`src/rtl/wb_regfile_if.sv`:
```
// wb_regfile_if
// Purpose : bundles the MEM/WB-to-writeback signals, the two ID-stage read
//           ports and the writeback-stage outputs into one interface.
// Signals : regWriteW, resultSrcW[1:0], ALUResultW, RDW, PCPlus4W, extImmW,
//           RdW[4:0]   - writeback request from the MEM/WB register
//           A1, A2     - ID-stage read addresses
//           RD1, RD2   - ID-stage read data
//           resultW    - selected writeback value (forwarding source)
//           wrCount    - committed register-write counter
// Modports: master drives requests and read addresses, slave is the regfile.
interface wb_regfile_if #(
  parameter int XLEN  = 32,
  parameter int CNT_W = 32
);
  logic             regWriteW;
  logic [1:0]       resultSrcW;
  logic [XLEN-1:0]  ALUResultW;
  logic [XLEN-1:0]  RDW;
  logic [XLEN-1:0]  PCPlus4W;
  logic [XLEN-1:0]  extImmW;
  logic [4:0]       RdW;
  logic [4:0]       A1;
  logic [4:0]       A2;
  logic [XLEN-1:0]  RD1;
  logic [XLEN-1:0]  RD2;
  logic [XLEN-1:0]  resultW;
  logic [CNT_W-1:0] wrCount;

  modport master (
    output regWriteW, resultSrcW, ALUResultW, RDW, PCPlus4W, extImmW, RdW,
    output A1, A2,
    input  RD1, RD2, resultW, wrCount
  );

  modport slave (
    input  regWriteW, resultSrcW, ALUResultW, RDW, PCPlus4W, extImmW, RdW,
    input  A1, A2,
    output RD1, RD2, resultW, wrCount
  );
endinterface

```
`src/rtl/wb_regfile.sv`:
```
// wb_regfile
// Purpose : writeback stage of the pipeline. Selects the final result,
//           writes it into the 32-entry integer register file, serves the
//           two combinational ID-stage read ports and counts committed writes.
// Ports   : clk      - clock
//           rst      - asynchronous, active-high reset (clears x1..x31 and
//                      the write counter, forces read ports to 0)
//           wbBus    - wb_regfile_if.slave (see interface header)
// Options : define WB_BYPASS_EN to make a read of the register being written
//           this cycle return resultW (write-through). Without it, reads
//           return the stored pre-write value until the clock edge.
module wb_regfile #(
  parameter int XLEN  = 32,
  parameter int NREGS = 32,
  parameter int CNT_W = 32
) (
  input  logic         clk,
  input  logic         rst,
  wb_regfile_if.slave  wbBus
);

  // x0 is hardwired to zero, so storage only exists for x1..x31.
  logic [XLEN-1:0]  r_regs [1:NREGS-1];
  logic [CNT_W-1:0] r_wrCount;

  logic [XLEN-1:0]  w_result;
  logic             w_commit;
  logic [XLEN-1:0]  w_rd1;
  logic [XLEN-1:0]  w_rd2;

  // Result select is purely combinational so it can feed forwarding paths.
  always_comb begin
    w_result = wbBus.ALUResultW;
    unique case (wbBus.resultSrcW)
      2'b00: w_result = wbBus.ALUResultW;
      2'b01: w_result = wbBus.RDW;
      2'b10: w_result = wbBus.PCPlus4W;
      2'b11: w_result = wbBus.extImmW;
      default: w_result = wbBus.ALUResultW;
    endcase
  end

  // Writes to x0 are dropped here, which also keeps them out of the counter.
  assign w_commit = wbBus.regWriteW && (wbBus.RdW != 5'd0);

  // Register array and counter share the async reset; an edge that arrives
  // while rst is high never commits the pending write.
  always_ff @(posedge clk or posedge rst) begin
    if (rst) begin
      for (int i = 1; i < NREGS; i++) begin
        r_regs[i] <= '0;
      end
      r_wrCount <= '0;
    end else if (w_commit) begin
      r_regs[wbBus.RdW] <= w_result;
      r_wrCount         <= r_wrCount + 1'b1;
    end
  end

  // Read port 1. Reset forces 0 even if a bypass would otherwise apply.
  always_comb begin
    w_rd1 = '0;
    if (!rst && (wbBus.A1 != 5'd0)) begin
`ifdef WB_BYPASS_EN
      if (w_commit && (wbBus.A1 == wbBus.RdW)) begin
        w_rd1 = w_result;
      end else begin
        w_rd1 = r_regs[wbBus.A1];
      end
`else
      w_rd1 = r_regs[wbBus.A1];
`endif
    end
  end

  // Read port 2, identical rules to port 1.
  always_comb begin
    w_rd2 = '0;
    if (!rst && (wbBus.A2 != 5'd0)) begin
`ifdef WB_BYPASS_EN
      if (w_commit && (wbBus.A2 == wbBus.RdW)) begin
        w_rd2 = w_result;
      end else begin
        w_rd2 = r_regs[wbBus.A2];
      end
`else
      w_rd2 = r_regs[wbBus.A2];
`endif
    end
  end

  assign wbBus.RD1     = w_rd1;
  assign wbBus.RD2     = w_rd2;
  assign wbBus.resultW = w_result;
  assign wbBus.wrCount = r_wrCount;

endmodule

```
`src/flat_wrapper.sv`:
```
// flat-port wrapper written by rule: the top's interface ports become plain ports
module wb_regfile_flat 
#(
  parameter int XLEN  = 32,
  parameter int NREGS = 32,
  parameter int CNT_W = 32
)
  (clk, rst, wbBus_regWriteW, wbBus_resultSrcW, wbBus_ALUResultW, wbBus_RDW, wbBus_PCPlus4W, wbBus_extImmW, wbBus_RdW, wbBus_A1, wbBus_A2, wbBus_RD1, wbBus_RD2, wbBus_resultW, wbBus_wrCount);
  wb_regfile_if #(.XLEN(XLEN), .CNT_W(CNT_W)) wbBus_i ();
  input  logic clk;
  input  logic rst;
  input wire logic [$bits(wbBus_i.regWriteW)-1:0] wbBus_regWriteW;
  input wire logic [$bits(wbBus_i.resultSrcW)-1:0] wbBus_resultSrcW;
  input wire logic [$bits(wbBus_i.ALUResultW)-1:0] wbBus_ALUResultW;
  input wire logic [$bits(wbBus_i.RDW)-1:0] wbBus_RDW;
  input wire logic [$bits(wbBus_i.PCPlus4W)-1:0] wbBus_PCPlus4W;
  input wire logic [$bits(wbBus_i.extImmW)-1:0] wbBus_extImmW;
  input wire logic [$bits(wbBus_i.RdW)-1:0] wbBus_RdW;
  input wire logic [$bits(wbBus_i.A1)-1:0] wbBus_A1;
  input wire logic [$bits(wbBus_i.A2)-1:0] wbBus_A2;
  output wire logic [$bits(wbBus_i.RD1)-1:0] wbBus_RD1;
  output wire logic [$bits(wbBus_i.RD2)-1:0] wbBus_RD2;
  output wire logic [$bits(wbBus_i.resultW)-1:0] wbBus_resultW;
  output wire logic [$bits(wbBus_i.wrCount)-1:0] wbBus_wrCount;
  assign wbBus_i.regWriteW = wbBus_regWriteW;
  assign wbBus_i.resultSrcW = wbBus_resultSrcW;
  assign wbBus_i.ALUResultW = wbBus_ALUResultW;
  assign wbBus_i.RDW = wbBus_RDW;
  assign wbBus_i.PCPlus4W = wbBus_PCPlus4W;
  assign wbBus_i.extImmW = wbBus_extImmW;
  assign wbBus_i.RdW = wbBus_RdW;
  assign wbBus_i.A1 = wbBus_A1;
  assign wbBus_i.A2 = wbBus_A2;
  assign wbBus_RD1 = wbBus_i.RD1;
  assign wbBus_RD2 = wbBus_i.RD2;
  assign wbBus_resultW = wbBus_i.resultW;
  assign wbBus_wrCount = wbBus_i.wrCount;
  wb_regfile #(.XLEN(XLEN), .NREGS(NREGS), .CNT_W(CNT_W)) u_core (.clk(clk), .rst(rst), .wbBus(wbBus_i));
endmodule
```
`config.mk`:
```
export PLATFORM = sky130hd
export DESIGN_NAME = wb_regfile_flat
export DESIGN_NICKNAME = d
export VERILOG_FILES = /design/src/rtl/wb_regfile_if.sv /design/src/rtl/wb_regfile.sv /design/src/flat_wrapper.sv
export SDC_FILE = /design/constraint.sdc
export NUM_CORES = 2
export LEC_CHECK = 0
export BUFFER_PORTS_ARGS = -buffer_cell sky130_fd_sc_hd__buf_2
export CAP_MARGIN = 20
export CORE_MARGIN = 4
export CORE_UTILIZATION = 55
export DETAILED_ROUTE_END_ITERATION = 7
export GPL_TIMING_DRIVEN = 0
export HOLD_SLACK_MARGIN = 0.12
export PLACE_DENSITY = 0.73
export SYNTH_ARGS = -nofsm -noshare
export SYNTH_HDL_FRONTEND = slang
export SYNTH_SLANG_ARGS = --single-unit
```
`constraint.sdc`:
```
create_clock -name clk -period 46.4 [get_ports clk]
set_input_delay 4.64 -clock clk [delete_from_list [all_inputs] [get_ports clk]]
set_output_delay 4.64 -clock clk [all_outputs]
set_load 0.01 [all_outputs]
```
* After elaboration in Yosys (flattened, before gate mapping)
Cells that the tools add are included.
Widths: inputs -> output; s select.
** Word-level totals
- Logic and storage cells :: 64
- Bits in latches :: 0
- Bits in writable memories :: 0
- Output and inout port bits :: 128
- Memory bits (read-only) :: 0
- Flip-flop bits (word level) :: 1024
- Memories :: 0
** Operators by class
- Div/mod/pow operators :: 0
- $add $sub $neg :: 1
- Multiplexer cells :: 12
- Reductions and logical operators :: 9
- Equal/unequal tests :: 3
- Bitwise logic cells :: 3
- Shift operators :: 0
- Multipliers :: 0
- $lt $le $gt $ge :: 4
** Operator list (number)
- $bwmux 992 :: 1
- $bmux 32 s5 :: 2
- $mux 32 :: 7
- $demux 32 s5 :: 1
- $pmux 32 s4 :: 1
- $add 32x1->32 const B :: 1
- $ge 6x6->1 const B :: 3
- $not 5->6 :: 3
- $reduce_bool 5->1 :: 3
- $lt 6x1->1 const B :: 1
- $eq 2x2->1 const B :: 2
- $logic_and 1x1->1 :: 4
- $eq 2x1->1 const B :: 1
- $logic_not 2->1 :: 1
- $logic_not 1->1 :: 1

* Logic depth before layout (Yosys ltp)
- Depth after elaboration :: 6
- Mapped depth :: 9
- Gate-level depth less buffers :: 5

* Worst setup path after synthesis
Ideal clock, no wire load.
- Kind :: input port to output port
- Start :: input port rst
- End :: output port wbBus_RD1[17]
- Cell stages on the path :: 3
- Required time :: 41.760 ns
- Arrival :: 31.411 ns
- Setup slack :: 10.349 ns
- Path buffers :: 0
- Path through :: inv_1 > nand3_1 > o221ai_1
** On the way
- Longest elaborated chain between the ends :: 3
** Ends and longest elaborated chain
- start: declaration :: line flat_wrapper.sv:11 : input logic rst;
- $logic_not 1->1 (no source line)
- $logic_and 1x1->1 :: line wb_regfile.sv:63 : if (!rst && (wbBus.A1 != 5'd0)) begin
- $mux 32 :: line wb_regfile.sv:63
- end: declaration :: line flat_wrapper.sv:21 : output wire logic [$bits(wbBus_i.RD1)-1:0] wbBus_RD1;
Every way passes these cells.

* Worst setup path in the final report
- Start :: input port rst
- End :: output port wbBus_RD2[29]
** On the way
- Longest elaborated chain between the ends :: 3
** Ends and longest elaborated chain
- $logic_not 1->1 (no source line)
- $logic_and 1x1->1 :: line wb_regfile.sv:79 : if (!rst && (wbBus.A2 != 5'd0)) begin
- $mux 32 :: line wb_regfile.sv:79
- end: declaration :: line flat_wrapper.sv:22 : output wire logic [$bits(wbBus_i.RD2)-1:0] wbBus_RD2;
Every way passes these cells.

==> impl_metrics.env <==
export IMPL_rsz0062_at_grt="no"
export IMPL_min_period_ns=13.56
export IMPL_nFillCells=7932
export IMPL_grt_max_degree=129
export IMPL_insertion_delay_ns=0.72
export IMPL_rows=114
export IMPL_skew_ns=0.0150
export IMPL_min_path_type="reg -> reg"
export IMPL_first_global_vias=47100
export IMPL_initial_utilization_pct=55.5
export IMPL_worstPathArrival_ns=8.92
export IMPL_dp_hpwl_um=169000
export IMPL_grt_ovfl_total=0
export IMPL_synth_nets=5261
export IMPL_cts_root_buf="clkbuf_16"
export IMPL_wl_um=236000
export IMPL_synth_cell_types=45
export IMPL_avgSynthCellArea_um2=10.5
export IMPL_final_max_slew_viol_count=0
export IMPL_ys_seq_area_share_pct=47.7
export IMPL_cts_inserted_buffers=109
export IMPL_setup_viol=0
export IMPL_vias_per_cell=7.03
export IMPL_path_cells="buf_2 -> inv_8 -> buf_16 -> buf_16 -> nand2_1 -> or2_2 -> buf_1 -> clkbuf_1 -> o221ai_1 -> buf_2"
export IMPL_syn_instance_count=5112
export IMPL_maxSlewHeadroom_pct=8.33
export IMPL_dp_slack_ns=33.00
export IMPL_synth_top_area_cell="dfrtp_1"
export IMPL_die_area_um2=103000
export IMPL_crit_type="in -> out"
export IMPL_antenna_found_initial=14
export IMPL_holdPathStages=1
export IMPL_fp_dieW_um=320
export IMPL_grt_pass1_wl_um=333000
export IMPL_yosysWarnings=0
export IMPL_netlist_area_leader_share_pct=47.7
export IMPL_worstPathMaxFanout=127
export IMPL_synthFlopType="dfrtp_1"
export IMPL_layout_setup_ws_ns=32.84
export IMPL_io_pins=276
export IMPL_io_buffers=266
export IMPL_grt_use_total_pct=45.4
export IMPL_clkSinkCount=1024
export IMPL_cts_tree="yes"
export IMPL_hold_viol=0
export IMPL_cts_resized=0
export IMPL_ant_nets=0
export IMPL_core_area_um2=96700
export IMPL_async_flop_share_pct=100
export IMPL_maxCapViolCount=0
export IMPL_critPathTopFamily="buffers and inverters"
export IMPL_drc_errors=0
export IMPL_gp_congestion=1.05
export IMPL_nets=5670
export IMPL_power_density_nw_per_um2=46.2
export IMPL_area_delta_synth_final_pct=13.1
export IMPL_h_tree_depth=3
export IMPL_slowest_stage="o221ai_1"
export IMPL_status="complete, no violations"
export IMPL_power_total_mw=2.80
export IMPL_path_clk_slew_ns=0.06
export IMPL_yosysMostFrequentCell="nand2_1"
export IMPL_cp_start_kind="primary input"
export IMPL_fin_area_um2=60800
export IMPL_reg2regPathDepth=6
export IMPL_p_leak_nw=27.4
export IMPL_wl_per_cell_um=34.2
export IMPL_cts_hold_fix_buffers=0
export IMPL_synth_ff_latch_count=1024
export IMPL_required_ns=41.76
export IMPL_dr_pass1_iters=8
export IMPL_chipHeight_um=320
export IMPL_ir_drop_mv=0.0339
export IMPL_max_freq_ghz=0.0737
export IMPL_crit_cells=10
export IMPL_post_cts_buffers=0
export IMPL_crit_buf_inv=7
export IMPL_yosys_top_cells_area="dfrtp_1 48%, mux4_2 15%, o21ai_0 9.8%"
export IMPL_cts_path_max_buffers=3
export IMPL_max_slew_worst_pin_slew_ns=1.36
export IMPL_synth_area_um2=53700
export IMPL_synth_edf_count=0
export IMPL_drt_iter0_markers=8283
export IMPL_end_kind="primary output"
export IMPL_slowest_delay_ns=0.76
export IMPL_drive_above_1_share_pct=19.7
export IMPL_yosys_top_cells_count="1182 x nand2_1, 1049 x o21ai_0, 1024 x dfrtp_1"
export IMPL_placed_area_um2=57000
export IMPL_timing_final_crit_share_pct=29.2
export IMPL_vias=48500
[power breakdown]
group / internal [mW] / switching [mW] / leakage (nW)
registers: 1.08 / 0.157 / 13.2
logic: 0.275 / 0.386 / 12.4
clock network: 0.518 / 0.385 / 1.79
total: 1.88 / 0.928 / 27.4
[layer usage]
metal / routed length (µm) / share of wire (%) / vias up / global-route usage (%)
met1: 81300 / 34 / 24200 / 56.7
met4: 22200 / 9.4 / 8 / 33.8
met3: 37500 / 16 / 969 / 21.7
li1: - / - / 19200 / -
met5: 70 / 0.030 / - / 0
met2: 94600 / 40 / 4062 / 61.1
[final timing paths]
kind                       slack, ns                      from                        to
max in group asynchronous      39.96                       rst        u_core.r_regs[260]
min in group asynchronous       4.13                       rst        u_core.r_regs[657]
min                             0.48  u_core.wbBus.wrCount[27]  u_core.wbBus.wrCount[27]
min reg2reg                     0.48  u_core.wbBus.wrCount[27]  u_core.wbBus.wrCount[27]
max reg2reg                    44.20   u_core.wbBus.wrCount[3]  u_core.wbBus.wrCount[24]
max                            32.84                       rst             wbBus_RD2[29]
[registers in the layout, summed over array words and instances (netlist names)]
signal and flops:
u_core.wbBus.wrCount 32, u_core.r_regs 992
[kinds of logic (layout without fill, tap and decap cells)]
group / after synthesis / in the layout / share of synthesized area (%)
buffers and inverters: 542 / 1038 / 4.13
flip-flops: 1024 / 1024 / 47.7
multiplexers: 821 / 821 / 23.9
AND/OR/NAND/NOR: 1351 / 1351 / 9.92
AO/OA/AOI/OAI: 1342 / 1342 / 13.8
other: 0 / 13 / 0
XOR/XNOR: 31 / 31 / 0.506
adder cells (fa/ha/maj): 1 / 1 / 0.0233
[cells in the final DEF, fill, tap and decap left out, types with 11 or more instances in the layout]
cell	count
dfrtp_1	1024
nand3_1	15
o311ai_0	58
clkbuf_8	24
a22oi_1	62
o21ai_0	1049
o221ai_1	60
buf_4	18
mux4_2	354
diode_2	13
buf_2	386
clkinv_2	21
xnor2_1	20
inv_1	34
nand2_1	1182
mux2i_1	331
buf_1	24
nor3_1	20
xor2_1	11
o22ai_1	62
clkbuf_1	379
clkbuf_16	112
a21oi_1	37
mux2_2	134
nor2_1	77
[final cells by class]
| class | instances | area [µm²] | share of cell area [%] |
|---|---|---|---|
| Multi-Input combinational cell | 3546 | 25900 | 42.6 |
| Sequential cell | 1024 | 25600 | 42.2 |
| Clock buffer | 159 | 3220 | 5.30 |
| Buffer | 507 | 2090 | 3.44 |
| Timing Repair Buffer | 298 | 1780 | 2.93 |
| Tap cell | 1276 | 1600 | 2.63 |
| Clock inverter | 39 | 414 | 0.682 |
| Inverter | 35 | 139 | 0.229 |
| Antenna cell | 13 | 32.5 | 0.0535 |
[metrics by stage]
stage,cells,hold WS [ns],TNS [ns],utilization [%]
2_1_floorplan,5112,0.460,0,-
3_3_place_gp,6654,0.456,-220.15,58.6
3_5_place_dp,6677,0.471,0,58.9
4_1_cts,6875,0.484,0,62.7
5_1_grt,6884,0.516,0,62.8
6_report,6897,0.484,0,62.8
Note: power is estimated with default switching activity, not from simulation.
